`src/rtl/data_mem_ctrl.sv`:
```
// Byte-wide RAM/IO port controller: arbitrates instruction fetches and LSB
// loads/stores, sequences the byte transfers and assembles extended load data.
module data_mem_ctrl #(
  parameter logic [1:0] IO_SEL = 2'b11,
  parameter int         ADDR_W = 32
) (
  input  logic              clk_in,
  input  logic              rst_in,
  input  logic              rdy_in,
  input  logic              rob_clear,
  input  logic              io_buffer_full,
  input  logic [7:0]        mem_din,
  output logic [7:0]        mem_dout,
  output logic [ADDR_W-1:0] mem_a,
  output logic              mem_wr,
  input  logic              inst_req,
  input  logic [ADDR_W-1:0] inst_addr,
  output logic              inst_ready,
  output logic [31:0]       inst_out,
  input  logic              need_data,
  input  logic              is_write,
  input  logic [ADDR_W-1:0] data_addr,
  input  logic [31:0]       data_in,
  input  logic [2:0]        work_type,
  output logic              data_handle,
  output logic              data_ready,
  output logic [31:0]       data_out
);

  typedef enum logic [1:0] {IDLE, FETCH, LOAD, STORE} state_t;

  state_t              state_r;
  logic [2:0]          cnt_r;
  logic [2:0]          len_r;
  logic [2:0]          type_r;
  logic [23:0]         wdata_r;
  logic [31:0]         buf_r;
  logic                last_data_r;
  logic [ADDR_W-1:0]   mem_a_r;
  logic [7:0]          mem_dout_r;
  logic                mem_wr_r;
  logic                inst_ready_r;
  logic [31:0]         inst_out_r;
  logic                data_ready_r;
  logic [31:0]         data_out_r;

  logic                lsb_ok_s;
  logic                fetch_ok_s;
  logic                grant_fetch_s;
  logic                grant_data_s;
  logic [1:0]          bidx_s;
  logic [31:0]         word_s;

  function automatic logic [2:0] len_of(input logic [1:0] wt);
    case (wt)
      2'b00:   len_of = 3'd1;
      2'b01:   len_of = 3'd2;
      default: len_of = 3'd4;
    endcase
  endfunction

  function automatic logic [31:0] extend_load(input logic [2:0] wt, input logic [31:0] w);
    case (wt)
      3'b000:  extend_load = {{24{w[7]}}, w[7:0]};
      3'b001:  extend_load = {{16{w[15]}}, w[15:0]};
      3'b100:  extend_load = {24'd0, w[7:0]};
      3'b101:  extend_load = {16'd0, w[15:0]};
      default: extend_load = w;
    endcase
  endfunction

  // Eligibility and round-robin grant, only while idle and enabled
  always_comb begin
    lsb_ok_s      = need_data
                    && !(is_write && (data_addr[17:16] == IO_SEL) && io_buffer_full)
                    && !(!is_write && rob_clear);
    fetch_ok_s    = inst_req && !rob_clear;
    grant_fetch_s = 1'b0;
    grant_data_s  = 1'b0;
    if (rdy_in && (state_r == IDLE)) begin
      if (lsb_ok_s && fetch_ok_s) begin
        grant_fetch_s = last_data_r;
        grant_data_s  = !last_data_r;
      end else begin
        grant_fetch_s = fetch_ok_s;
        grant_data_s  = lsb_ok_s;
      end
    end else begin
      grant_fetch_s = 1'b0;
      grant_data_s  = 1'b0;
    end
  end

  // Merge the byte arriving this cycle (index cnt-1) into the partial word
  always_comb begin
    bidx_s = cnt_r[1:0] - 2'd1;
    word_s = buf_r;
    if (cnt_r != 3'd0) begin
      word_s[{bidx_s, 3'b000} +: 8] = mem_din;
    end else begin
      word_s = buf_r;
    end
  end

  assign data_handle = grant_data_s;
  assign mem_wr      = mem_wr_r & rdy_in;
  assign mem_a       = mem_a_r;
  assign mem_dout    = mem_dout_r;
  assign inst_ready  = inst_ready_r;
  assign inst_out    = inst_out_r;
  assign data_ready  = data_ready_r;
  assign data_out    = data_out_r;

  // Transaction sequencer; cnt counts issued cycles, byte cnt-1 lands each read cycle
  always_ff @(posedge clk_in or posedge rst_in) begin
    if (rst_in) begin
      state_r      <= IDLE;
      cnt_r        <= 3'd0;
      len_r        <= 3'd0;
      type_r       <= 3'd0;
      wdata_r      <= 24'd0;
      buf_r        <= 32'd0;
      last_data_r  <= 1'b1;
      mem_a_r      <= '0;
      mem_dout_r   <= 8'd0;
      mem_wr_r     <= 1'b0;
      inst_ready_r <= 1'b0;
      inst_out_r   <= 32'd0;
      data_ready_r <= 1'b0;
      data_out_r   <= 32'd0;
    end else if (rdy_in) begin
      inst_ready_r <= 1'b0;
      data_ready_r <= 1'b0;
      case (state_r)
        IDLE: begin
          cnt_r <= 3'd0;
          buf_r <= 32'd0;
          if (grant_fetch_s) begin
            state_r     <= FETCH;
            len_r       <= 3'd4;
            mem_a_r     <= inst_addr;
            last_data_r <= 1'b0;
          end else if (grant_data_s) begin
            last_data_r <= 1'b1;
            mem_a_r     <= data_addr;
            type_r      <= work_type;
            len_r       <= len_of(work_type[1:0]);
            if (is_write) begin
              state_r    <= STORE;
              mem_wr_r   <= 1'b1;
              mem_dout_r <= data_in[7:0];
              wdata_r    <= data_in[31:8];
            end else begin
              state_r <= LOAD;
            end
          end
        end
        FETCH, LOAD: begin
          if (rob_clear) begin
            state_r <= IDLE;
          end else begin
            buf_r <= word_s;
            if (cnt_r == len_r) begin
              state_r <= IDLE;
              if (state_r == FETCH) begin
                inst_ready_r <= 1'b1;
                inst_out_r   <= word_s;
              end else begin
                data_ready_r <= 1'b1;
                data_out_r   <= extend_load(type_r, word_s);
              end
            end else begin
              cnt_r <= cnt_r + 3'd1;
              if ((cnt_r + 3'd1) < len_r) begin
                mem_a_r <= mem_a_r + {{(ADDR_W-1){1'b0}}, 1'b1};
              end
            end
          end
        end
        STORE: begin
          // Stores were already popped by the LSB, so rob_clear never cuts them short
          if ((cnt_r + 3'd1) < len_r) begin
            cnt_r      <= cnt_r + 3'd1;
            mem_a_r    <= mem_a_r + {{(ADDR_W-1){1'b0}}, 1'b1};
            mem_dout_r <= wdata_r[7:0];
            wdata_r    <= {8'd0, wdata_r[23:8]};
          end else begin
            mem_wr_r <= 1'b0;
            state_r  <= IDLE;
          end
        end
        default: begin
          state_r  <= IDLE;
          mem_wr_r <= 1'b0;
        end
      endcase
    end
  end

endmodule

```
`config.mk`:
```
export PLATFORM = sky130hd
export DESIGN_NAME = data_mem_ctrl
export DESIGN_NICKNAME = d
export VERILOG_FILES = /design/src/rtl/data_mem_ctrl.sv
export SDC_FILE = /design/constraint.sdc
export NUM_CORES = 1
export LEC_CHECK = 0
export ABC_AREA = 1
export BUFFER_PORTS_ARGS = -buffer_cell sky130_fd_sc_hd__buf_2
export CORE_AREA = 2 2 139 141
export CTS_CLUSTER_SIZE = 12
export DETAILED_ROUTE_END_ITERATION = 6
export DIE_AREA = 0 0 141 143
export PLACE_DENSITY = 0.8
export SLEW_MARGIN = 20
export SYNTH_ARGS = -nofsm -noshare
export SYNTH_HDL_FRONTEND = slang
export SYNTH_SLANG_ARGS = --single-unit
```
`constraint.sdc`:
```
create_clock -name clk_in -period 6.45 [get_ports clk_in]
set_input_delay 0.645 -clock clk_in [delete_from_list [all_inputs] [get_ports clk_in]]
set_output_delay 0.645 -clock clk_in [all_outputs]
set_load 0.03 [all_outputs]
```
Word-level counts from Yosys, hierarchy flattened
Index checks and enable logic that the tools add are counted.
{"block": "totals", "ff_bits": 175, "input_bits": 115, "out_inout_bits": 108, "wordCells": 128}
{"block": "op_classes", "add_sub_neg": 4, "magnitude_cmp": 1, "eq_ne": 18, "shift": 2, "mux": 54, "bitwise_logic": 4, "reduce_logical": 31}
{"operator": "2-to-1 mux 32 bit", "n": 7}
{"operator": "one-hot mux 32 bit (4 select lines)", "n": 1}
{"operator": "2-to-1 mux 24 bit", "n": 4}
{"operator": "one-hot mux 32 bit (3 select lines)", "n": 1}
{"operator": "one-hot mux 32 bit (2 select lines)", "n": 1}
{"operator": "one-hot mux 24 bit (2 select lines)", "n": 1}
{"operator": "adder 32 x 1 -> 32 bit (second input constant)", "n": 1}
{"operator": "bitwise mux 32 bit", "n": 1}
{"operator": "2-to-1 mux 8 bit", "n": 4}
{"operator": "variable shift 8 x 7 -> 32 bit (first input constant)", "n": 1}
{"operator": "indexed part select 8 x 7 -> 32 bit", "n": 1}
{"operator": "2-to-1 mux 1 bit", "n": 19}
{"operator": "one-hot mux 8 bit (2 select lines)", "n": 1}
{"operator": "AND reduction 4 bit", "n": 4}
{"operator": "2-to-1 mux 3 bit", "n": 5}
{"operator": "!= test 2 bit (second input constant)", "n": 7}
{"operator": "AND reduction 6 bit", "n": 2}
{"operator": "2-to-1 mux 2 bit", "n": 5}
{"operator": "AND reduction 5 bit", "n": 2}
{"operator": "one-hot mux 3 bit (3 select lines)", "n": 1}
{"operator": "logical AND 1 bit", "n": 8}
{"operator": "negation 5 -> 7 bit", "n": 1}
{"operator": "== test 2 bit (second input constant)", "n": 3}
{"operator": "== test 3 bit (second input constant)", "n": 2}
{"operator": "other kinds (19)", "n": 31}

Logic depth before layout (Yosys ltp)
Gate-level depths: netlist of run 1.
{"block": "logic_depth", "word_depth": 12, "depth_mapped": 13, "ltp_nobuf": 12}

Least setup slack after synthesis of run 1
No wires, ideal clock.
{"block": "synth_timing", "path_kind": "register to register", "startpoint": "register cnt_r[0]", "endpoint": "register mem_dout_r[0], in the netlist mem_dout[0]", "setup_time_ps": 118, "arrival_ps": 2214, "required_ps": 6332, "path_slack_ps": 4119, "path_stages_with_launch": 13, "synth_period_minus_slack_ps": 2331, "cell_sequence": "dfrtp_1 inv_1 ha_1 ha_1 nand2_1 nand2_1 a21oi_1 inv_1 a21oi_1 nand3_2 buf_2 nand2_1 nand2_1"}
{"block": "synth_between", "elab_chain_len": 4}
{"element": "start, declared", "line_no": "33", "source": "logic [2:0] cnt_r;"}
{"element": "start signal, assigned", "line_no": "173", "source": "cnt_r <= cnt_r + 3'd1;"}
{"element": "start signal, assigned", "line_no": "183", "source": "cnt_r <= cnt_r + 3'd1;"}
{"element": "adder 3 x 1 -> 3 bit", "line_no": "182", "source": "if ((cnt_r + 3'd1) < len_r) begin"}
{"element": "< comparator 3 bit", "line_no": "182"}
{"element": "!= test 2 bit (no line)"}
{"element": "AND reduction 6 bit (no line)"}
{"element": "end signal, assigned", "line_no": "151", "source": "mem_dout_r <= data_in[7:0];"}
{"element": "end signal, assigned", "line_no": "185", "source": "mem_dout_r <= wdata_r[7:0];"}
{"element": "end, declared", "line_no": "40", "source": "logic [7:0] mem_dout_r;"}
Every way passes these cells.
A chain may end at the register's enable or synchronous reset.

Final worst setup path of run 1
{"block": "layout_timing", "startpoint": "register state_r[0]", "endpoint": "register wdata_r[11]"}
{"block": "layout_between", "elab_chain_len": 5, "word_cells_on_any_way": 12, "classes_between": "eq/ne (5); mux (3); reduce/logical (4)"}
{"element": "start, declared", "line_no": "32", "source": "state_t state_r;"}
{"element": "start signal, assigned", "line_no": "117", "source": "state_r <= IDLE;"}
{"element": "start signal, assigned", "line_no": "139", "source": "state_r <= FETCH;"}
{"element": "start signal, assigned", "line_no": "149", "source": "state_r <= STORE;"}
{"element": "logical NOT 2 bit", "line_no": "80, 134"}
{"element": "logical AND 1 bit", "line_no": "80", "source": "if (rdy_in && (state_r == IDLE)) begin"}
{"element": "2-to-1 mux 1 bit", "line_no": "80"}
{"element": "!= test 2 bit (no line)"}
{"element": "AND reduction 6 bit (no line)"}
{"element": "end signal, assigned", "line_no": "152", "source": "wdata_r <= data_in[31:8];"}
{"element": "end signal, assigned", "line_no": "186", "source": "wdata_r <= {8'd0, wdata_r[23:8]};"}
{"element": "end, declared", "line_no": "36", "source": "logic [23:0] wdata_r;"}
Several ways; a longest one is shown, not always the timed one.

==> results of run 1 <==
==> cells in the final DEF (no fill, tap or decap), drive strengths merged <==
cell type,n
ha,13
o21ai,80
o211ai,1
a21oi,3
nand3,86
clkinvlp,2
dfrtp,174
nor3,1
clkbuf,18
nand2,692
nor2,101
inv,180
xnor2,2
xor2,6
buf,228
nand4,42
o21bai,1
dfstp,1
clkinv,5
a31oi,4
nand3b,10
bufinv,2
o21a,11
o22ai,22
diode,2
or2,7
==> logic make-up after synthesis <==
logic type,after synthesis
AND/OR/NAND/NOR,939
buffers and inverters,243
flip-flops,175
AO/OA/AOI/OAI,122
adder cells (fa/ha/maj),13
XOR/XNOR,8
==> final cells by class <==
class	count	area share (%)
repair buffers	228	9.721
flip-flops and latches	175	36.83
clock inverters	13	1.273
diodes	2	0.04208
inverters	176	5.597
well taps	234	2.462
multi-input cells	1082	40.38
clock buffers	18	3.693
==> worst max path at each step <==
stage,depth (start not counted),from,endpoint,slack (ns)
floorplan,1,rst_in,buf_r[0]$_DFFE_PP0P_,1.06
global placement,7,state_r[0]$_DFFE_PP0P_,mem_dout[3]$_DFFE_PP0P_,2.73
detailed placement,7,state_r[0]$_DFFE_PP0P_,mem_dout[7]$_DFFE_PP0P_,2.54
CTS,7,state_r[0]$_DFFE_PP0P_,wdata_r[2]$_DFFE_PP0P_,2.52
global route,12,cnt_r[0]$_DFFE_PP0P_,wdata_r[2]$_DFFE_PP0P_,2.58
finish,7,state_r[0]$_DFFE_PP0P_,wdata_r[11]$_DFFE_PP0P_,2.91
==> layer usage <==
| metal | routed length (um) | share of wire (%) |
|---|---|---|
| met5 | 27 | 0.099 |
| met4 | 659 | 2.4 |
| met3 | 1821 | 6.7 |
| met2 | 12760 | 47 |
| met1 | 11910 | 44 |
==> synthesized netlist by cell type <==
| cell | instances | area share, % |
|---|---|---|
| nor2_4 | 3 | 0.33 |
| nand4_2 | 1 | 0.12 |
| a31oi_1 | 4 | 0.25 |
| buf_2 | 31 | 1.5 |
| dfstp_2 | 1 | 0.26 |
| o21ai_0 | 74 | 3.7 |
| o22ai_1 | 22 | 1.4 |
| xnor2_1 | 2 | 0.17 |
| nand2_1 | 688 | 25 |
| clkinv_1 | 3 | 0.11 |
| nor3_2 | 1 | 0.099 |
| nand4_1 | 41 | 2.5 |
| buf_6 | 3 | 0.33 |
| nor2_1 | 96 | 3.6 |
| o21ai_2 | 1 | 0.086 |
| a21oi_1 | 3 | 0.15 |
| or2_2 | 7 | 0.43 |
| buf_1 | 3 | 0.11 |
| o21bai_1 | 1 | 0.074 |
| inv_1 | 169 | 6.3 |
| clkbuf_2 | 1 | 0.049 |
| xor2_1 | 6 | 0.52 |
| dfrtp_1 | 174 | 43 |
| nand3b_1 | 10 | 0.74 |
| nand3_1 | 81 | 4.0 |
| o21ai_1 | 5 | 0.25 |
| nand3_2 | 5 | 0.49 |
| o211ai_1 | 1 | 0.074 |
| clkbuf_1 | 29 | 1.1 |
| nand2_2 | 4 | 0.25 |
| ha_1 | 13 | 1.6 |
| inv_2 | 4 | 0.15 |
| o21a_1 | 11 | 0.81 |
| nor2_2 | 2 | 0.12 |
==> power by group through the flow <==
stage,clock network [mW],logic (mW),registers [mW]
floorplan,0,1.41,2.09
global placement,0,2.29,1.77
detailed placement,0,2.36,1.77
CTS,1.06,2.36,1.76
global route,1.11,2.64,1.81
finish,1.06,2.36,1.77
==> through the flow <==
step	instances	instance area [sq um]	power, mW	hold WS, ns
after CTS	1926	11880	5.187	0.3442
final	1928	11890	5.189	0.3013
after detailed placement	1895	11290	4.129	0.4538
after global placement	1895	11290	4.058	0.4562
after floorplan	1500	10130	3.498	0.4417
after global routing	1927	11890	5.563	0.3702
==> state kept, by name, summed over array words and instances, names as in the netlist <==
signal and flops:
mem_wr_r 1, last_data_r 1, mem_a 32, inst_ready 1, inst_out 32, data_ready 1, data_out 32, buf_r 32
cnt_r 3, state_r 2, type_r 3, len_r 3, mem_dout 8, wdata_r 24
==> impl_metrics.py, run 1 <==
metrics = {
    "run_status": {
        "status": "complete, no violations",
    },
    "synth": {
        "synth_top_family_by_area": "simple AND/OR/NAND/NOR gates",
        "muxShareOfSynthArea_pct": 0,
        "ys_seq_elements": 175,
        "synth_adder_area_share_pct": 1.605,
        "synthDistinctLibCells": 34,
        "postSynthAreaPerCell_sq_um": 6.756,
        "synth_compound_area_share_pct": 6.704,
        "synth_xor_area_share_pct": 0.6914,
        "synthCells": 1500,
        "yosysSeqAreaShare_pct": 43.22,
        "yosys_warnings": 0,
        "synth_nets": 1628,
        "synth.cell_area_sq_mm": 0.01013,
        "synthSimpleGateAreaFrac_pct": 38.16,
    },
    "drt": {
        "wl_per_cell_um": 14.09,
        "viasPerCell": 5.157,
        "route.detailed.drc": 0,
        "vias": 9943,
        "drt-pass1-iter-count": 6,
        "drt-total-wl_um": 27180,
        "drt_first_iter_violations": 778,
        "final_antenna_net_count": 0,
    },
    "timing": {
        "fin_worst_skew_ns": 0.01574,
        "worstMarginPinSlew_ns": 0.9661,
        "layout_setup_ws_ns": 2.914,
        "slew_viol_final": 0,
        "rsz0062_at_grt": "false",
        "setup_viol": 0,
        "hold_viol": 0,
        "min_period_ns": 3.536,
        "period_share_pct": 54.82,
        "slew_headroom_pct": 35.19,
        "tns_ns": 0,
        "max_freq_mhz": 282.8,
    },
    "layout": {
        "drive_gt1_share_pct": 17.32,
        "final_util_pct": 64.01,
        "seq_area_sq_mm": 0.004380,
        "multi_input_area_sq_mm": 0.004802,
        "fin_nets": 1808,
        "n_fill_cell": 1678,
        "synthToLayoutAreaGrowth_pct": 17.35,
    },
    "clock_network": {
        "htree_levels": 4,
        "cts_made_buffers": 17,
        "cts_tree": "done",
        "cts_sinks": 175,
        "post_cts_buffers": 0,
        "cts_resized": 0,
        "postCtsHoldBufs": 0,
        "clock_latency_ns": 0.45,
        "cts_root_buf": "clkbuf_16",
        "cts_max_path_buffers": 2,
        "path_clk_slew_ns": 0.07,
    },
    "global_routing": {
        "met1_usage_pct": 36.44,
        "overflow": 0,
        "met3_usage_pct": 5.801,
        "grt_pass1_wl_um": 44640,
        "antenna_found_initial": 4,
        "grt_start_max_net_pins": 75,
        "grt_pass1_vias": 9158,
        "grt_use_met2_pct": 45.55,
        "grtUsageTotal_pct": 27.54,
        "busiest_layer": "met2",
    },
    "placed_design": {
        "port_buffers": 222,
        "routabilityCongestion": 0.9421,
        "pre_cts_slack_ns": 2.535,
        "dp_hpwl_um": 19330,
    },
    "setup_path": {
        "worstPathCellList": "ha_1 -> buf_4 -> clkinv_1 -> nand2_2 -> nand3_2 -> nand2_1 -> nand2_1",
        "worstSetupPathType": "reg2reg",
        "end_kind": "flip-flop",
        "max_stage_delay_ns": 0.80,
        "worstPathMaxFanout": 35,
        "cp_num_buf_inv": 2,
        "r2r_slack_ns": 2.91,
        "required_ns": 6.78,
        "path_delay_family": "simple AND/OR/NAND/NOR gates",
        "critPathArrivalTime_ns": 3.87,
        "cp_slowest_cell": "nand2_2",
        "reg2regPathDepth": 7,
        "worstReg2RegStart": "state_r[0]$_DFFE_PP0P_",
        "r2r_end": "wdata_r[11]$_DFFE_PP0P_",
        "startpoint_type": "flip-flop",
        "crit_top_cell": "nand2_1",
    },
    "power_and_ir_drop": {
        "p_leak_nw": 6.776,
        "switching_share_pct": 47.48,
        "switching_power_mw": 2.464,
        "p_per_area_mw_per_mm2": 436.4,
        "internal_power_mw": 2.726,
        "pwr-share-clk_pct": 20.4,
        "sequentialPowerShare_pct": 34.1,
        "p_comb_share_pct": 45.5,
        "ir_drop_mv": 0.2722,
    },
    "flow_run": {
        "max-cap-violations": 0,
    },
    "floorplan": {
        "rows": 50,
        "coreArea_sq_mm": 0.01858,
        "die_w_um": 141,
        "start_util_pct": 54.55,
        "fp.dieH_um": 143,
        "die_area_sq_mm": 0.02016,
        "pin_count": 223,
    },
    "hold_path": {
        "min_path_type": "in2async",
    },
}
(Power assumes the default switching activity.)
==> run 2, diff against run 1 <==
--- a/config.mk
+++ b/config.mk
@@ -5,13 +5,13 @@
 export SDC_FILE = /design/constraint.sdc
 export NUM_CORES = 1
 export LEC_CHECK = 0
-export ABC_AREA = 1
+export ABC_AREA = 0
 export BUFFER_PORTS_ARGS = -buffer_cell sky130_fd_sc_hd__buf_2
 export CORE_AREA = 2 2 139 141
 export CTS_CLUSTER_SIZE = 12
 export DETAILED_ROUTE_END_ITERATION = 6
 export DIE_AREA = 0 0 141 143
-export PLACE_DENSITY = 0.8
+export PLACE_DENSITY = 0.76
 export SLEW_MARGIN = 20
 export SYNTH_ARGS = -nofsm -noshare
 export SYNTH_HDL_FRONTEND = slang
==> constraint.sdc (replaced) <==
create_clock -name clk_in -period 2.83 [get_ports clk_in]
set_input_delay 0.283 -clock clk_in [delete_from_list [all_inputs] [get_ports clk_in]]
set_output_delay 0.283 -clock clk_in [all_outputs]
set_load 0.03 [all_outputs]
==> run 2 against run 1 <==
Flip-flop and latch count is the same. Via count shrank 22%. Total power grew 130%. Critical endpoint is now mem_a[30]$_DFFE_PP0P_. Highest routed layer is now met4.
==> impl_metrics.py, run 2 <==
metrics = {
    "run_status": {
        "status": "complete, no violations",
    },
    "timing": {
        "fin_worst_skew_ns": 0.01108,
        "slew_viol_final": 0,
        "min_period_ns": 2.642,
        "slew_headroom_pct": 45.14,
        "holdWs_ns": 0.01074,
        "layout_setup_ws_ns": 0.1878,
        "rsz0062_at_grt": "false",
        "max_freq_mhz": 378.5,
        "worstMarginPinSlew_ns": 0.8154,
        "period_share_pct": 93.37,
        "tns_ns": 0,
        "setup_viol": 0,
        "hold_viol": 0,
    },
    "clock_network": {
        "path_clk_slew_ns": 0.07,
        "postCtsHoldBufs": 0,
        "cts_tree": "done",
        "cts_made_buffers": 17,
        "cts_sinks": 175,
        "htree_levels": 4,
        "clock_latency_ns": 0.43,
        "cts_root_buf": "clkbuf_16",
        "cts_max_path_buffers": 2,
    },
    "placed_design": {
        "pre_cts_slack_ns": 0.02181,
        "dp_hpwl_um": 16990,
        "post_dp_cell_area_sq_mm": 0.01040,
        "port_buffers": 222,
        "placed_cells": 1321,
        "routabilityCongestion": 0.8837,
    },
    "setup_path": {
        "end_kind": "flip-flop",
        "worstSetupPathType": "reg2reg",
        "crit_cells": 9,
        "critPathArrivalTime_ns": 2.96,
        "max_stage_delay_ns": 0.36,
        "cp_num_buf_inv": 3,
        "startpoint_type": "flip-flop",
        "worstPathMaxFanout": 21,
        "required_ns": 3.15,
        "cp_slowest_cell": "a221oi_4",
        "reg2regPathDepth": 9,
        "worstPathCellList": "buf_4 -> inv_1 -> ha_1 -> ha_1 -> a221oi_4 -> o221a_2 -> buf_4 -> nand3_1 -> a22o_1",
        "path_delay_family": "compound AO/OA/AOI/OAI gates",
    },
    "power_and_ir_drop": {
        "switching_power_mw": 5.385,
        "ir_drop_mv": 0.7849,
        "switching_share_pct": 44.42,
        "p_comb_share_pct": 46.1,
        "pwr-share-clk_pct": 20.8,
        "p_leak_nw": 5.309,
        "sequentialPowerShare_pct": 33.1,
        "internal_power_mw": 6.738,
        "p_per_area_mw_per_mm2": 1096,
    },
    "synth": {
        "yosysMostFrequentCell": "dfrtp_1",
        "synth_flop_cell": "dfrtp_1",
        "synth-edff-count": 0,
        "synth_common_cells": "dfrtp_1 (174), nand2_1 (107), nor2_1 (74)",
        "yosysTopAreaCell": "dfrtp_1",
        "synthDistinctLibCells": 74,
        "synthArstFlopShare_pct": 100.0,
        "synthCells": 898,
        "ys_seq_elements": 175,
        "yosysSeqAreaShare_pct": 48.65,
        "netlist.area_leader.share_pct": 48.35,
        "ys_top_cells_by_area": "dfrtp_1 (48%), mux2_2 (5.4%), nand2_1 (4.5%), o21ai_0 (3.7%), mux2i_1 (3.2%)",
        "synth.cell_area_sq_mm": 0.009005,
        "yosys_warnings": 0,
        "postSynthAreaPerCell_sq_um": 10.03,
        "synth_nets": 1026,
    },
    "drt": {
        "drt-pass1-iter-count": 5,
        "drt_first_iter_violations": 598,
        "drt-total-wl_um": 24140,
        "vias": 7785,
        "route.detailed.drc": 0,
        "final_antenna_net_count": 0,
        "viasPerCell": 5.750,
        "wl_per_cell_um": 17.83,
    },
    "global_routing": {
        "antenna_found_initial": 0,
        "overflow": 0,
        "grt_pass1_wl_um": 39310,
        "grt_pass1_vias": 7640,
        "grtUsageTotal_pct": 24.24,
        "grt_start_max_net_pins": 97,
    },
    "hold_path": {
        "min_path_type": "in2async",
    },
    "layout": {
        "layout_common_cells": "buf_2 (222), dfrtp_1 (174), nand2_1 (106)",
        "finalNonFillerCells": 1354,
        "final_common_cell": "buf_2",
        "n_antenna_cell": 0,
        "fin_nets": 1235,
        "design_area_sq_mm": 0.01106,
        "synthToLayoutAreaGrowth_pct": 22.79,
        "drive_gt1_share_pct": 32.05,
    },
    "floorplan": {
        "pin_count": 223,
        "rows": 50,
        "start_util_pct": 48.46,
        "die_area_sq_mm": 0.02016,
        "coreArea_sq_mm": 0.01858,
        "die_w_um": 141,
        "fp.dieH_um": 143,
    },
    "flow_run": {
        "max-cap-violations": 0,
    },
}
## run 2: cells by family after synthesis
family / count (synthesis) / share of synthesized area (%)
simple gates: 278 / 14.90
flops: 175 / 48.65
xor+xnor: 3 / 0.2918
buf+inv: 77 / 3.598
mux: 92 / 11.10
compound gates: 260 / 19.66
fa+ha+maj: 13 / 1.806
## run 2: worst min-delay path: cells and delay by family
family	cells	cell delay, ns
buffers and inverters	3	0.57
## run 2: final timing paths
| check | slack, ns | to | startpoint |
|---|---|---|---|
| worst max-delay path | 0.19 | mem_a[30]$_DFFE_PP0P_ | cnt_r[0]$_DFFE_PP0P_ |
| worst min-delay path | 0.01 | wdata_r[15]$_DFFE_PP0P_ | rst_in |
| worst max register to register | 0.19 | mem_a[30]$_DFFE_PP0P_ | cnt_r[0]$_DFFE_PP0P_ |
| worst min register to register | 0.47 | inst_out[15]$_DFFE_PP0P_ | inst_out[15]$_DFFE_PP0P_ |
| max in group asynchronous | 2.38 | inst_out[1]$_DFFE_PP0P_ | rst_in |
| min in group clk_in | 0.08 | wdata_r[21]$_DFFE_PP0P_ | data_in[29] |
## run 2: through the flow
| step | util (%) | power, mW |
|---|---|---|
| 4_1_cts | 59.37 | 12.10 |
| 6_report | 59.51 | 12.12 |
| 5_1_grt | 59.51 | 12.89 |
| 3_3_place_gp | 55.98 | 9.407 |
| 3_5_place_dp | 55.98 | 9.547 |
| 2_1_floorplan | - | 7.893 |
## run 2: power by group through the flow
stage	registers, mW	logic, mW	clock network [mW]
after floorplan	4.90	2.99	0
after global placement	4.03	5.38	0
after detailed placement	4.04	5.51	0
after CTS	4.01	5.52	2.56
after global routing	4.13	6.07	2.68
final	4.01	5.58	2.53
## run 2: metal layers
metal / share of wire [%] / up-vias / global-route usage [%]
met5: 0 / - / 0
met4: 2.3 / 0 / 8.316
met3: 5.9 / 46 / 5.768
met2: 49 / 282 / 38.95
met1: 43 / 3770 / 32.48
li1: - / 3687 / -
## run 2: cell type report
type,count,area (sq um)
clock buffers,18,439.2
fillers,1611,7523
repair buffers,248,1344
multi-input cells,646,4334
clock inverters,14,191.4
inverters,19,75.07
well taps,234,292.8
flip-flops and latches,175,4380
## run 2: repair_timing
| item | CTS | global route |
|---|---|---|
| setup buffers | 0 | 1 |
| gates resized for setup | 0 | 3 |
| endpoints found under the setup margin | 0 | 48 |
==> run 3, diff against run 2 <==
--- a/config.mk
+++ b/config.mk
@@ -5,12 +5,12 @@
 export SDC_FILE = /design/constraint.sdc
 export NUM_CORES = 1
 export LEC_CHECK = 0
-export ABC_AREA = 0
 export BUFFER_PORTS_ARGS = -buffer_cell sky130_fd_sc_hd__buf_2
 export CORE_AREA = 2 2 139 141
 export CTS_CLUSTER_SIZE = 12
 export DETAILED_ROUTE_END_ITERATION = 6
 export DIE_AREA = 0 0 141 143
+export HOLD_SLACK_MARGIN = 0.03
 export PLACE_DENSITY = 0.76
 export SLEW_MARGIN = 20
 export SYNTH_ARGS = -nofsm -noshare
==> run 3 against run 2 <==
Final cell count hardly changed. Die area stayed put. Global-route usage hardly changed. Combinational power hardly changed. Wire length is 0.14% higher. Total power hardly changed. Sequential power hardly changed. First-iteration DRC count is 13% higher. Hold slack better by 0.066 ns. Clock power hardly changed. Via count is 0.27% lower. Register-to-register slack hardly changed. Critical endpoint unchanged. Highest routed layer unchanged.
==> impl_metrics.py, run 3 (same netlist as run 2, synthesis figures left out) <==
metrics = {
    "setup_path": {
        "critPathArrivalTime_ns": 2.96,
        "worstPathCellList": "buf_4 -> inv_1 -> ha_1 -> ha_1 -> a221oi_4 -> o221a_2 -> buf_4 -> nand3_1 -> a22o_1",
        "worstSetupPathType": "reg2reg",
        "startpoint_type": "flip-flop",
        "cp_num_buf_inv": 3,
        "required_ns": 3.15,
        "max_stage_delay_ns": 0.36,
        "cp_slowest_cell": "a221oi_4",
        "end_kind": "flip-flop",
        "worstPathMaxFanout": 21,
        "path_delay_family": "compound AO/OA/AOI/OAI gates",
    },
    "power_and_ir_drop": {
        "switching_share_pct": 44.43,
        "ir_drop_mv": 0.7852,
        "p_leak_nw": 5.313,
        "switching_power_mw": 5.388,
        "internal_power_mw": 6.739,
        "p_comb_share_pct": 46.0,
        "p_per_area_mw_per_mm2": 1096,
        "sequentialPowerShare_pct": 33.1,
        "total_power_mw": 12.13,
        "pwr-share-clk_pct": 20.8,
    },
    "timing": {
        "min_period_ns": 2.636,
        "fin_worst_skew_ns": 0.01192,
        "hold_viol": 0,
        "period_share_pct": 93.16,
        "rsz0062_at_grt": "false",
        "layout_setup_ws_ns": 0.1937,
        "worstMarginPinSlew_ns": 0.8168,
        "max_freq_mhz": 379.3,
        "slew_headroom_pct": 45.55,
        "setup_viol": 0,
        "slew_viol_final": 0,
        "tns_ns": 0,
    },
    "floorplan": {
        "start_util_pct": 48.46,
        "die_w_um": 141,
        "die_area_sq_mm": 0.02016,
        "coreArea_sq_mm": 0.01858,
        "pin_count": 223,
        "rows": 50,
        "fp.dieH_um": 143,
    },
    "clock_network": {
        "cts_tree": "done",
        "cts_made_buffers": 17,
        "cts_max_path_buffers": 2,
        "path_clk_slew_ns": 0.07,
        "cts_sinks": 175,
        "htree_levels": 4,
        "cts_root_buf": "clkbuf_16",
        "clock_latency_ns": 0.43,
    },
    "layout": {
        "drive_gt1_share_pct": 32.02,
        "final_common_cell": "buf_2",
        "synthToLayoutAreaGrowth_pct": 22.90,
        "n_antenna_cell": 0,
        "layout_common_cells": "buf_2 (222), dfrtp_1 (174), nand2_1 (106)",
        "fin_nets": 1236,
        "design_area_sq_mm": 0.01107,
    },
    "hold_path": {
        "min_path_type": "in2reg",
    },
    "flow_run": {
        "max-cap-violations": 0,
    },
    "placed_design": {
        "dp_hpwl_um": 16990,
        "post_dp_cell_area_sq_mm": 0.01040,
        "pre_cts_slack_ns": 0.02181,
        "routabilityCongestion": 0.8837,
        "port_buffers": 222,
    },
    "run_status": {
        "status": "complete, no violations",
    },
    "drt": {
        "drt_first_iter_violations": 673,
        "vias": 7764,
        "wl_per_cell_um": 17.84,
        "final_antenna_net_count": 0,
        "drt-pass1-iter-count": 5,
        "viasPerCell": 5.730,
        "drt-total-wl_um": 24170,
        "route.detailed.drc": 0,
    },
    "global_routing": {
        "grtUsageTotal_pct": 24.26,
        "overflow": 0,
        "grt_start_max_net_pins": 97,
        "grt_pass1_vias": 7648,
        "grt_pass1_wl_um": 39350,
        "antenna_found_initial": 0,
    },
}
-- run 3: cell count changes in the layout (fill, tap and decap cells not counted) --
cell / before / now
dlygate4sd3_1: 0 / 1
-- run 3: timing repair --
item | CTS | global route
endpoints found under the setup margin | 0 | 48
hold buffers | 1 | 0
hold endpoints to repair | 30 | 0
gates resized for setup | 0 | 3
buffers inserted | 0 | 1
-- run 3: stage by stage --
stage               util, %  hold slack, ns  std cells
finish                59.56         0.07673       1355
global route          59.56         0.06361       1355
CTS                   59.43         0.06008       1354
detailed placement    55.98          0.4643       1321
global placement      55.98          0.4551       1321
floorplan                 -          0.3998        898
-- run 3: final timing paths --
check                                          from  cells after the start  slack [ns]                       end
min in group asynchronous                    rst_in                      4        0.56   wdata_r[15]$_DFFE_PP0P_
max in group asynchronous                    rst_in                      4        1.84      buf_r[3]$_DFFE_PP0P_
max reg2reg                    cnt_r[0]$_DFFE_PP0P_                      9        0.19     mem_a[30]$_DFFE_PP0P_
min reg2reg                inst_out[15]$_DFFE_PP0P_                      2        0.47  inst_out[15]$_DFFE_PP0P_
max                            cnt_r[0]$_DFFE_PP0P_                      9        0.19     mem_a[30]$_DFFE_PP0P_
min                                     data_in[29]                      2        0.08   wdata_r[21]$_DFFE_PP0P_
-- run 3: final cells by class --
type	instances	area, sq um
Clock buffer	18	439.2
Tap cell	234	292.8
Inverter	19	75.07
Fill cell	1610	7513
Multi-Input combinational cell	646	4334
Timing Repair Buffer	249	1354
Clock inverter	14	191.4
Sequential cell	175	4380
-- run 3: worst register-to-register path: stages (launching register included) --
cell and delay (ns):
dfrtp_1 0.35, buf_4 0.19, inv_1 0.08, ha_1 0.32, ha_1 0.32, a221oi_4 0.36, o221a_2 0.28, buf_4 0.26
nand3_1 0.13, a22o_1 0.24
-- run 3: power groups by stage --
| stage | combinational, mW | clock, mW | sequential (mW) |
|---|---|---|---|
| global route | 6.07 | 2.68 | 4.13 |
| detailed placement | 5.51 | 0 | 4.04 |
| finish | 5.58 | 2.53 | 4.02 |
| CTS | 5.53 | 2.56 | 4.01 |
| global placement | 5.38 | 0 | 4.03 |
| floorplan | 2.99 | 0 | 4.90 |
-- run 3: metal layers --
layer	wire, um	part of all wire, %	global-route usage, %	vias up
met5	0	0	0	-
met2	11850	49	39.00	302
met3	1458	6.0	5.768	43
met4	539	2.2	8.316	0
li1	-	-	-	3683
met1	10320	43	32.50	3736
